--- src/rtl/dma_write_engine_if.sv ---
// rtl/dma_write_engine_if.sv - AXI4 write-channel bundle (AW/W/B) between the write DMA and memory.
interface dma_write_engine_if #(
    parameter int ADDR_WIDTH = 32,
    parameter int DATA_WIDTH = 32
);
    logic                      awvalid;
    logic                      awready;
    logic [ADDR_WIDTH-1:0]     awaddr;
    logic [7:0]                awlen;
    logic [2:0]                awsize;
    logic [1:0]                awburst;
    logic                      wvalid;
    logic                      wready;
    logic [DATA_WIDTH-1:0]     wdata;
    logic [DATA_WIDTH/8-1:0]   wstrb;
    logic                      wlast;
    logic                      bvalid;
    logic                      bready;
    logic [1:0]                bresp;

    modport master (
        output awvalid, awaddr, awlen, awsize, awburst,
        input  awready,
        output wvalid, wdata, wstrb, wlast,
        input  wready,
        input  bvalid, bresp,
        output bready
    );

    modport slave (
        input  awvalid, awaddr, awlen, awsize, awburst,
        output awready,
        input  wvalid, wdata, wstrb, wlast,
        output wready,
        output bvalid, bresp,
        input  bready
    );
endinterface

--- src/rtl/dma_write_engine.sv ---
// rtl/dma_write_engine.sv - Write DMA: drains wide accelerator words into memory as AXI4 INCR bursts.
module dma_write_engine #(
    parameter int ADDR_WIDTH    = 32,
    parameter int DATA_WIDTH    = 32,
    parameter int NUM_LANES     = 16,
    parameter int LANE_WIDTH    = 32,
    parameter int MAX_BURST_LEN = 16
) (
    input  logic                            clk_i,
    input  logic                            rst_ni,
    input  logic                            cfg_valid_i,
    input  logic                            cfg_start_i,
    input  logic [ADDR_WIDTH-1:0]           cfg_dst_addr_i,
    input  logic [ADDR_WIDTH-1:0]           cfg_size_i,
    output logic                            cfg_ready_o,
    output logic                            cfg_done_o,
    output logic                            cfg_error_o,
    output logic [ADDR_WIDTH-1:0]           cfg_bytes_transferred_o,
    input  logic                            irq_enable_i,
    input  logic                            irq_clear_i,
    output logic                            irq_o,
    output logic                            irq_done_o,
    output logic                            irq_error_o,
    input  logic                            data_valid_i,
    output logic                            data_ready_o,
    input  logic [NUM_LANES*LANE_WIDTH-1:0] data_i,
    dma_write_engine_if.master              axi,
    output logic                            busy_o
);
    localparam int BYTES     = DATA_WIDTH / 8;
    localparam int WIDE_W    = NUM_LANES * LANE_WIDTH;
    localparam int WORDS     = WIDE_W / DATA_WIDTH;
    localparam int SIZE_LOG2 = $clog2(BYTES);
    localparam int IDX_W     = (WORDS > 1) ? $clog2(WORDS) : 1;

    typedef enum logic [2:0] {
        S_IDLE,
        S_WR_ADDR,
        S_WR_DATA,
        S_WR_RESP,
        S_DONE,
        S_ERROR
    } state_e;

    state_e                  r_state;
    state_e                  w_state_nxt;
    logic [ADDR_WIDTH-1:0]   r_addr;
    logic [ADDR_WIDTH-1:0]   r_rem_beats;
    logic [ADDR_WIDTH-1:0]   r_bytes;
    logic [ADDR_WIDTH-1:0]   r_burst_bytes;
    logic [WIDE_W-1:0]       r_buf;
    logic                    r_buf_full;
    logic [IDX_W-1:0]        r_word_idx;
    logic [7:0]              r_beat_cnt;
    logic [7:0]              r_awlen;
    logic                    r_irq_done;
    logic                    r_irq_error;

    logic                    w_start;
    logic                    w_cfg_bad;
    logic [12:0]             w_page_room;
    logic [ADDR_WIDTH-1:0]   w_room_beats;
    logic [ADDR_WIDTH-1:0]   w_burst_beats;
    logic                    w_awfire;
    logic                    w_wvalid;
    logic                    w_wfire;
    logic                    w_wlast;
    logic                    w_load;
    logic                    w_bfire;
    logic                    w_in_xfer;
    logic [DATA_WIDTH-1:0]   w_words [WORDS];

    assign w_start   = cfg_valid_i & cfg_start_i;
    assign w_cfg_bad = (cfg_size_i == '0)
                    || (cfg_size_i[SIZE_LOG2-1:0] != '0)
                    || (cfg_dst_addr_i[SIZE_LOG2-1:0] != '0);

    // Beats left before the next 4KB page; addr/rem are frozen while awvalid is up.
    assign w_page_room  = 13'd4096 - {1'b0, r_addr[11:0]};
    assign w_room_beats = ADDR_WIDTH'(w_page_room >> SIZE_LOG2);

    always_comb begin
        w_burst_beats = ADDR_WIDTH'(MAX_BURST_LEN);
        if (r_rem_beats < w_burst_beats) begin
            w_burst_beats = r_rem_beats;
        end
        if (w_room_beats < w_burst_beats) begin
            w_burst_beats = w_room_beats;
        end
    end

    for (genvar g = 0; g < WORDS; g++) begin : g_words
        assign w_words[g] = r_buf[g*DATA_WIDTH +: DATA_WIDTH];
    end

    assign w_in_xfer = (r_state == S_WR_ADDR) || (r_state == S_WR_DATA) || (r_state == S_WR_RESP);
    assign w_awfire  = (r_state == S_WR_ADDR) && axi.awready;
    assign w_wvalid  = (r_state == S_WR_DATA) && r_buf_full;
    assign w_wfire   = w_wvalid && axi.wready;
    assign w_wlast   = (r_beat_cnt == r_awlen);
    assign w_bfire   = (r_state == S_WR_RESP) && axi.bvalid;
    assign w_load    = data_valid_i && data_ready_o;

    always_ff @(posedge clk_i or negedge rst_ni) begin
        if (!rst_ni) begin
            r_state <= S_IDLE;
        end else begin
            r_state <= w_state_nxt;
        end
    end

    always_comb begin
        w_state_nxt = r_state;
        case (r_state)
            S_IDLE: begin
                if (w_start) begin
                    w_state_nxt = w_cfg_bad ? S_ERROR : S_WR_ADDR;
                end
            end
            S_WR_ADDR: begin
                if (axi.awready) begin
                    w_state_nxt = S_WR_DATA;
                end
            end
            S_WR_DATA: begin
                if (w_wfire && w_wlast) begin
                    w_state_nxt = S_WR_RESP;
                end
            end
            S_WR_RESP: begin
                if (axi.bvalid) begin
                    if (axi.bresp[1]) begin
                        w_state_nxt = S_ERROR;
                    end else if (r_rem_beats == '0) begin
                        w_state_nxt = S_DONE;
                    end else begin
                        w_state_nxt = S_WR_ADDR;
                    end
                end
            end
            S_DONE, S_ERROR: begin
                if (!cfg_valid_i) begin
                    w_state_nxt = S_IDLE;
                end
            end
            default: w_state_nxt = S_IDLE;
        endcase
    end

    always_ff @(posedge clk_i or negedge rst_ni) begin
        if (!rst_ni) begin
            r_addr        <= '0;
            r_rem_beats   <= '0;
            r_bytes       <= '0;
            r_burst_bytes <= '0;
            r_buf         <= '0;
            r_buf_full    <= 1'b0;
            r_word_idx    <= '0;
            r_beat_cnt    <= '0;
            r_awlen       <= '0;
        end else begin
            // A stale word left behind by an errored transfer must not leak into the next one.
            if ((r_state == S_IDLE) && w_start && !w_cfg_bad) begin
                r_addr      <= cfg_dst_addr_i;
                r_rem_beats <= cfg_size_i >> SIZE_LOG2;
                r_bytes     <= '0;
                r_buf_full  <= 1'b0;
                r_word_idx  <= '0;
            end
            if (w_awfire) begin
                r_awlen       <= w_burst_beats[7:0] - 8'd1;
                r_burst_bytes <= w_burst_beats << SIZE_LOG2;
                r_beat_cnt    <= '0;
            end
            if (w_load) begin
                r_buf      <= data_i;
                r_buf_full <= 1'b1;
                r_word_idx <= '0;
            end
            if (w_wfire) begin
                r_beat_cnt  <= r_beat_cnt + 8'd1;
                r_rem_beats <= r_rem_beats - ADDR_WIDTH'(1);
                r_addr      <= r_addr + ADDR_WIDTH'(BYTES);
                if ((r_word_idx == IDX_W'(WORDS - 1)) || (r_rem_beats == ADDR_WIDTH'(1))) begin
                    r_buf_full <= 1'b0;
                    r_word_idx <= '0;
                end else begin
                    r_word_idx <= r_word_idx + IDX_W'(1);
                end
            end
            if (w_bfire && !axi.bresp[1]) begin
                r_bytes <= r_bytes + r_burst_bytes;
            end
        end
    end

    // Clear outranks a same-cycle set so software never loses a clear.
    always_ff @(posedge clk_i or negedge rst_ni) begin
        if (!rst_ni) begin
            r_irq_done  <= 1'b0;
            r_irq_error <= 1'b0;
        end else if (irq_clear_i) begin
            r_irq_done  <= 1'b0;
            r_irq_error <= 1'b0;
        end else begin
            if (r_state == S_DONE) begin
                r_irq_done <= 1'b1;
            end
            if (r_state == S_ERROR) begin
                r_irq_error <= 1'b1;
            end
        end
    end

    assign cfg_ready_o             = (r_state == S_IDLE);
    assign cfg_done_o              = (r_state == S_DONE);
    assign cfg_error_o             = (r_state == S_ERROR);
    assign cfg_bytes_transferred_o = r_bytes;
    assign busy_o                  = (r_state != S_IDLE);

    assign irq_done_o  = r_irq_done & irq_enable_i;
    assign irq_error_o = r_irq_error & irq_enable_i;
    assign irq_o       = irq_done_o | irq_error_o;

    assign data_ready_o = w_in_xfer && !r_buf_full && (r_rem_beats != '0);

    assign axi.awvalid = (r_state == S_WR_ADDR);
    assign axi.awaddr  = r_addr;
    assign axi.awlen   = w_burst_beats[7:0] - 8'd1;
    assign axi.awsize  = 3'(SIZE_LOG2);
    assign axi.awburst = 2'b01;
    assign axi.wvalid  = w_wvalid;
    assign axi.wdata   = w_words[r_word_idx];
    assign axi.wstrb   = '1;
    assign axi.wlast   = w_wlast;
    assign axi.bready  = (r_state == S_WR_RESP);
endmodule

--- src/flat_wrapper.sv ---
// flat-port wrapper written by rule: the top's interface ports become plain ports
module dma_write_engine_flat 
#(
    parameter int ADDR_WIDTH    = 32,
    parameter int DATA_WIDTH    = 32,
    parameter int NUM_LANES     = 16,
    parameter int LANE_WIDTH    = 32,
    parameter int MAX_BURST_LEN = 16
)
  (clk_i, rst_ni, cfg_valid_i, cfg_start_i, cfg_dst_addr_i, cfg_size_i, cfg_ready_o, cfg_done_o, cfg_error_o, cfg_bytes_transferred_o, irq_enable_i, irq_clear_i, irq_o, irq_done_o, irq_error_o, data_valid_i, data_ready_o, data_i, busy_o, axi_awvalid, axi_awaddr, axi_awlen, axi_awsize, axi_awburst, axi_awready, axi_wvalid, axi_wdata, axi_wstrb, axi_wlast, axi_wready, axi_bvalid, axi_bresp, axi_bready);
  dma_write_engine_if #(.ADDR_WIDTH(ADDR_WIDTH), .DATA_WIDTH(DATA_WIDTH)) axi_i ();
  input  logic clk_i;
  input  logic rst_ni;
  input  logic cfg_valid_i;
  input  logic cfg_start_i;
  input  logic [ADDR_WIDTH-1:0] cfg_dst_addr_i;
  input  logic [ADDR_WIDTH-1:0] cfg_size_i;
  output logic cfg_ready_o;
  output logic cfg_done_o;
  output logic cfg_error_o;
  output logic [ADDR_WIDTH-1:0] cfg_bytes_transferred_o;
  input  logic irq_enable_i;
  input  logic irq_clear_i;
  output logic irq_o;
  output logic irq_done_o;
  output logic irq_error_o;
  input  logic data_valid_i;
  output logic data_ready_o;
  input  logic [NUM_LANES*LANE_WIDTH-1:0] data_i;
  output logic busy_o;
  output wire logic [$bits(axi_i.awvalid)-1:0] axi_awvalid;
  output wire logic [$bits(axi_i.awaddr)-1:0] axi_awaddr;
  output wire logic [$bits(axi_i.awlen)-1:0] axi_awlen;
  output wire logic [$bits(axi_i.awsize)-1:0] axi_awsize;
  output wire logic [$bits(axi_i.awburst)-1:0] axi_awburst;
  input wire logic [$bits(axi_i.awready)-1:0] axi_awready;
  output wire logic [$bits(axi_i.wvalid)-1:0] axi_wvalid;
  output wire logic [$bits(axi_i.wdata)-1:0] axi_wdata;
  output wire logic [$bits(axi_i.wstrb)-1:0] axi_wstrb;
  output wire logic [$bits(axi_i.wlast)-1:0] axi_wlast;
  input wire logic [$bits(axi_i.wready)-1:0] axi_wready;
  input wire logic [$bits(axi_i.bvalid)-1:0] axi_bvalid;
  input wire logic [$bits(axi_i.bresp)-1:0] axi_bresp;
  output wire logic [$bits(axi_i.bready)-1:0] axi_bready;
  assign axi_awvalid = axi_i.awvalid;
  assign axi_awaddr = axi_i.awaddr;
  assign axi_awlen = axi_i.awlen;
  assign axi_awsize = axi_i.awsize;
  assign axi_awburst = axi_i.awburst;
  assign axi_i.awready = axi_awready;
  assign axi_wvalid = axi_i.wvalid;
  assign axi_wdata = axi_i.wdata;
  assign axi_wstrb = axi_i.wstrb;
  assign axi_wlast = axi_i.wlast;
  assign axi_i.wready = axi_wready;
  assign axi_i.bvalid = axi_bvalid;
  assign axi_i.bresp = axi_bresp;
  assign axi_bready = axi_i.bready;
  dma_write_engine #(.ADDR_WIDTH(ADDR_WIDTH), .DATA_WIDTH(DATA_WIDTH), .NUM_LANES(NUM_LANES), .LANE_WIDTH(LANE_WIDTH), .MAX_BURST_LEN(MAX_BURST_LEN)) u_core (.clk_i(clk_i), .rst_ni(rst_ni), .cfg_valid_i(cfg_valid_i), .cfg_start_i(cfg_start_i), .cfg_dst_addr_i(cfg_dst_addr_i), .cfg_size_i(cfg_size_i), .cfg_ready_o(cfg_ready_o), .cfg_done_o(cfg_done_o), .cfg_error_o(cfg_error_o), .cfg_bytes_transferred_o(cfg_bytes_transferred_o), .irq_enable_i(irq_enable_i), .irq_clear_i(irq_clear_i), .irq_o(irq_o), .irq_done_o(irq_done_o), .irq_error_o(irq_error_o), .data_valid_i(data_valid_i), .data_ready_o(data_ready_o), .data_i(data_i), .axi(axi_i), .busy_o(busy_o));
endmodule
--- config.mk ---
export PLATFORM = sky130hd
export DESIGN_NAME = dma_write_engine_flat
export DESIGN_NICKNAME = d
export VERILOG_FILES = /design/src/rtl/dma_write_engine_if.sv /design/src/rtl/dma_write_engine.sv /design/src/flat_wrapper.sv
export SDC_FILE = /design/constraint.sdc
export NUM_CORES = 1
export LEC_CHECK = 0
export ABC_CLOCK_PERIOD_IN_PS = 7240
export CORE_AREA = 8 8 274 276
export CTS_CLUSTER_DIAMETER = 50
export CTS_CLUSTER_SIZE = 40
export DETAILED_ROUTE_END_ITERATION = 7
export DIE_AREA = 0 0 282 284
export GPL_TIMING_DRIVEN = 0
export PLACE_DENSITY = 0.78
export SYNTH_ARGS = -nofsm -noshare
export SYNTH_HDL_FRONTEND = slang
export SYNTH_SLANG_ARGS = --single-unit
--- constraint.sdc ---
create_clock -name clk_i -period 7.24 [get_ports clk_i]
set_input_delay 0.724 -clock clk_i [delete_from_list [all_inputs] [get_ports clk_i]]
set_output_delay 0.724 -clock clk_i [all_outputs]
set_load 0.005 [all_outputs]
==> results.cfg <==
[route]
drt_wl_total_mm = 126
postRouteAntennaNets = 0
drt_iter0_drc = 2113
drc_errors = 0
dr.pass1.iters = 5
dr_total_vias = 26100
routed_via_density = 5.80
wl_per_cell_um = 28.0

[yosys]
synth_top_cell_by_area = dfrtp_1
synth_cells = 2598
netlist_area_mm2 = 0.0323
synth-seq-cells = 662
netlist.area_leader.share_pct = 51.2
synth_area_leaders = dfrtp_1, mux2_2, mux4_2, mux2i_1, nand2_1
yosysWarnings = 0
ys.flop_type = dfrtp_1
syn_area_per_cell_um2 = 12.4
seq_area_frac_synth_pct = 51.2
async_flop_share_pct = 100
synth-edff-count = 0
synth_cell_type_count = 66

[min_path]
hp-class = in -> async

[cts]
cts_root_buf = clkbuf_16
cts_buffers = 77
cts_htree_levels = 3
path_clk_slew_ps = 60
cts_sinks = 662
cts_tree = yes
cts_setup_buffers = 0
cts_resized = 0
cts_hold_buffers = 0
clk_latency_ps = 650
clk_path_buf_depth = 3

[floorplan]
ios = 713
fp.dieW_um = 282
die_y_um = 284
coreArea_mm2 = 0.0708
rows = 98
initial_utilization_pct = 45.7
die-area_mm2 = 0.0801

[sta]
hold_violations = 0
timing.slew.headroom_pct = 15.2
setup_tns_ps = 0
fmax_mhz = 147
finalCriticalPeriod_ps = 6830
finalCritPeriodShare_pct = 94.3
grt_setup_unrepaired = false
skew_ps = 49.6
setup_viol = 0
worst_pin_slew_ps = 1270
drv_slew = 0

[critical_path]
cp_slowest_stage_delay_ps = 590
end_kind = output pin
cp_cell_sequence = or4_1, nor3b_1, and3_1, buf_2, clkbuf_1, nand2_1, ha_1, o21ai_0, a31oi_1, o41ai_4, buf_4, nor2_1, a21oi_1, ha_1, and3_1, nor3b_1, xnor2_1, mux2i_1, clkdlybuf4s50_1
slowest_stage = clkdlybuf4s50_1
worstPathRequired_ps = 6520
start_kind = register
cp.arrival_ps = 6100
crit_type = reg -> out
path_max_fanout = 10
reg2regPathDepth = 19

[pwr]
leakagePower_uw = 0.0182
power.density_mw_per_mm2 = 385
ir_drop_mv = 0.291

[placement]
portBuffers = 700
place_congestion = 0.933
place_hpwl_mm = 97.5

[final_layout]
area_delta_synth_final_pct = 35.0
nets = 4033
post-route-util_pct = 61.7
layout_commonest_cell = clkdlybuf4s50_1
final_cell_mix = clkdlybuf4s50_1, dfrtp_1, mux2_2
drive_gt1_share_pct = 22.9

[global_route]
first_global_vias = 26700
grt_antenna_before_repair = 88
grt_pass1_wl_mm = 181
grt_max_degree = 123
grt_usage_pct = 30.6
overflow = 0

[job]
cap_viol_max_count = 0

[status]
status = finished clean
[registers in the layout, summed over array words and instances, names as in the netlist]
| register | cells |
|---|---|
| u_core.r_buf | 512 |
| u_core.r_burst_bytes | 30 |
| u_core.r_state | 3 |
| u_core.r_irq_error | 1 |
| u_core.r_rem_beats | 32 |
| u_core.r_word_idx | 4 |
| u_core.r_irq_done | 1 |
| u_core.cfg_bytes_transferred_o | 30 |
| u_core.r_beat_cnt | 8 |
| u_core.r_buf_full | 1 |
| u_core.axi.awaddr | 32 |
| u_core.r_awlen | 8 |
[worst paths after layout]
check                                        from                  to  slack, ps
setup / recovery           u_core.r_rem_beats[18]        axi_awlen[6]        410
hold / removal                             rst_ni  u_core.r_irq_error         80
setup reg to reg           u_core.r_rem_beats[18]   u_core.r_awlen[6]       2020
hold reg to reg                 u_core.r_buf[398]   u_core.r_buf[398]        490
max in group asynchronous                  rst_ni    u_core.r_buf[46]       4880
min in group clk_i              u_core.r_buf[398]   u_core.r_buf[398]        490
[report_power, final]
group	internal, uW	switching [uW]
clock network	2250	1840
registers	5350	1070
logic	3440	2840
total	11000	5750
[cell usage after synthesis, types with 19 or more instances]
master and number:
a21oi_1 81, nand4_1 21, ha_1 46, nor2_1 60, dfrtp_1 662, clkbuf_1 93
mux2_1 38, xnor2_1 27, mux2_2 505, inv_1 24, a21o_1 19, o211ai_1 40
mux4_2 64, nand3_1 88, a22oi_1 38, o21ai_0 140, nand2_1 194, nor2b_1 29
buf_2 43, a221oi_1 33, mux2i_1 115
[metal layers]
metal  global-route usage (%)  share of wire, %  vias to the layer above
met5                        0              0.15                        -
met3                     8.02               8.3                      283
met1                     39.9                41                    13300
met2                     46.5                46                     1178
li1                         -                 -                    11300
met4                     16.2               4.7                       28
[cell type report]
type,count,area [um^2]
timing repair buffer,706,7180
antenna,79,198
tap,950,1190
multi-input combinational,1757,14900
inverter,24,90.1
sequential,662,16600
fill,5635,27100
buffer,170,820
clock inverter,55,648
clock buffer,85,2040
[metrics by stage]
stage | hold WS (ps) | std cells | power [uW] | setup WS, ps | cell area (um^2)
2_1_floorplan | 428 | 2613 | 9960 | 2440 | 32400
3_3_place_gp | 467 | 4263 | 12500 | -25010 | 40600
3_5_place_dp | 473 | 4269 | 12600 | 987 | 40800
4_1_cts | 89.0 | 4409 | 16800 | 301 | 43400
5_1_grt | 122 | 4476 | 17600 | 86.7 | 43600
6_report | 84.4 | 4488 | 16800 | 414 | 43700
[logic make-up (layout without fill, tap and decap cells)]
group,count (synthesis),count (layout),share of synthesized area [%]
muxes,722,722,26.9
DFF,662,662,51.2
and+or+nand+nor,515,515,7.79
AOI/OAI and AO/OA,415,415,8.27
buffers and inverters,194,1040,2.81
adders and majority gates,47,47,1.84
xor gates and xnor gates,41,41,1.11
other,2,96,0.0232
[worst max-delay path: cells and delay by family, from the launching register on]
kind            cells  cell delay, ps
compound gates      4             830
xor+xnor            1              90
fa+ha+maj           2             580
buf+inv             4            1440
flops               1             400
mux                 1             300
simple gates        7            1840
(Power assumes the default switching activity.)
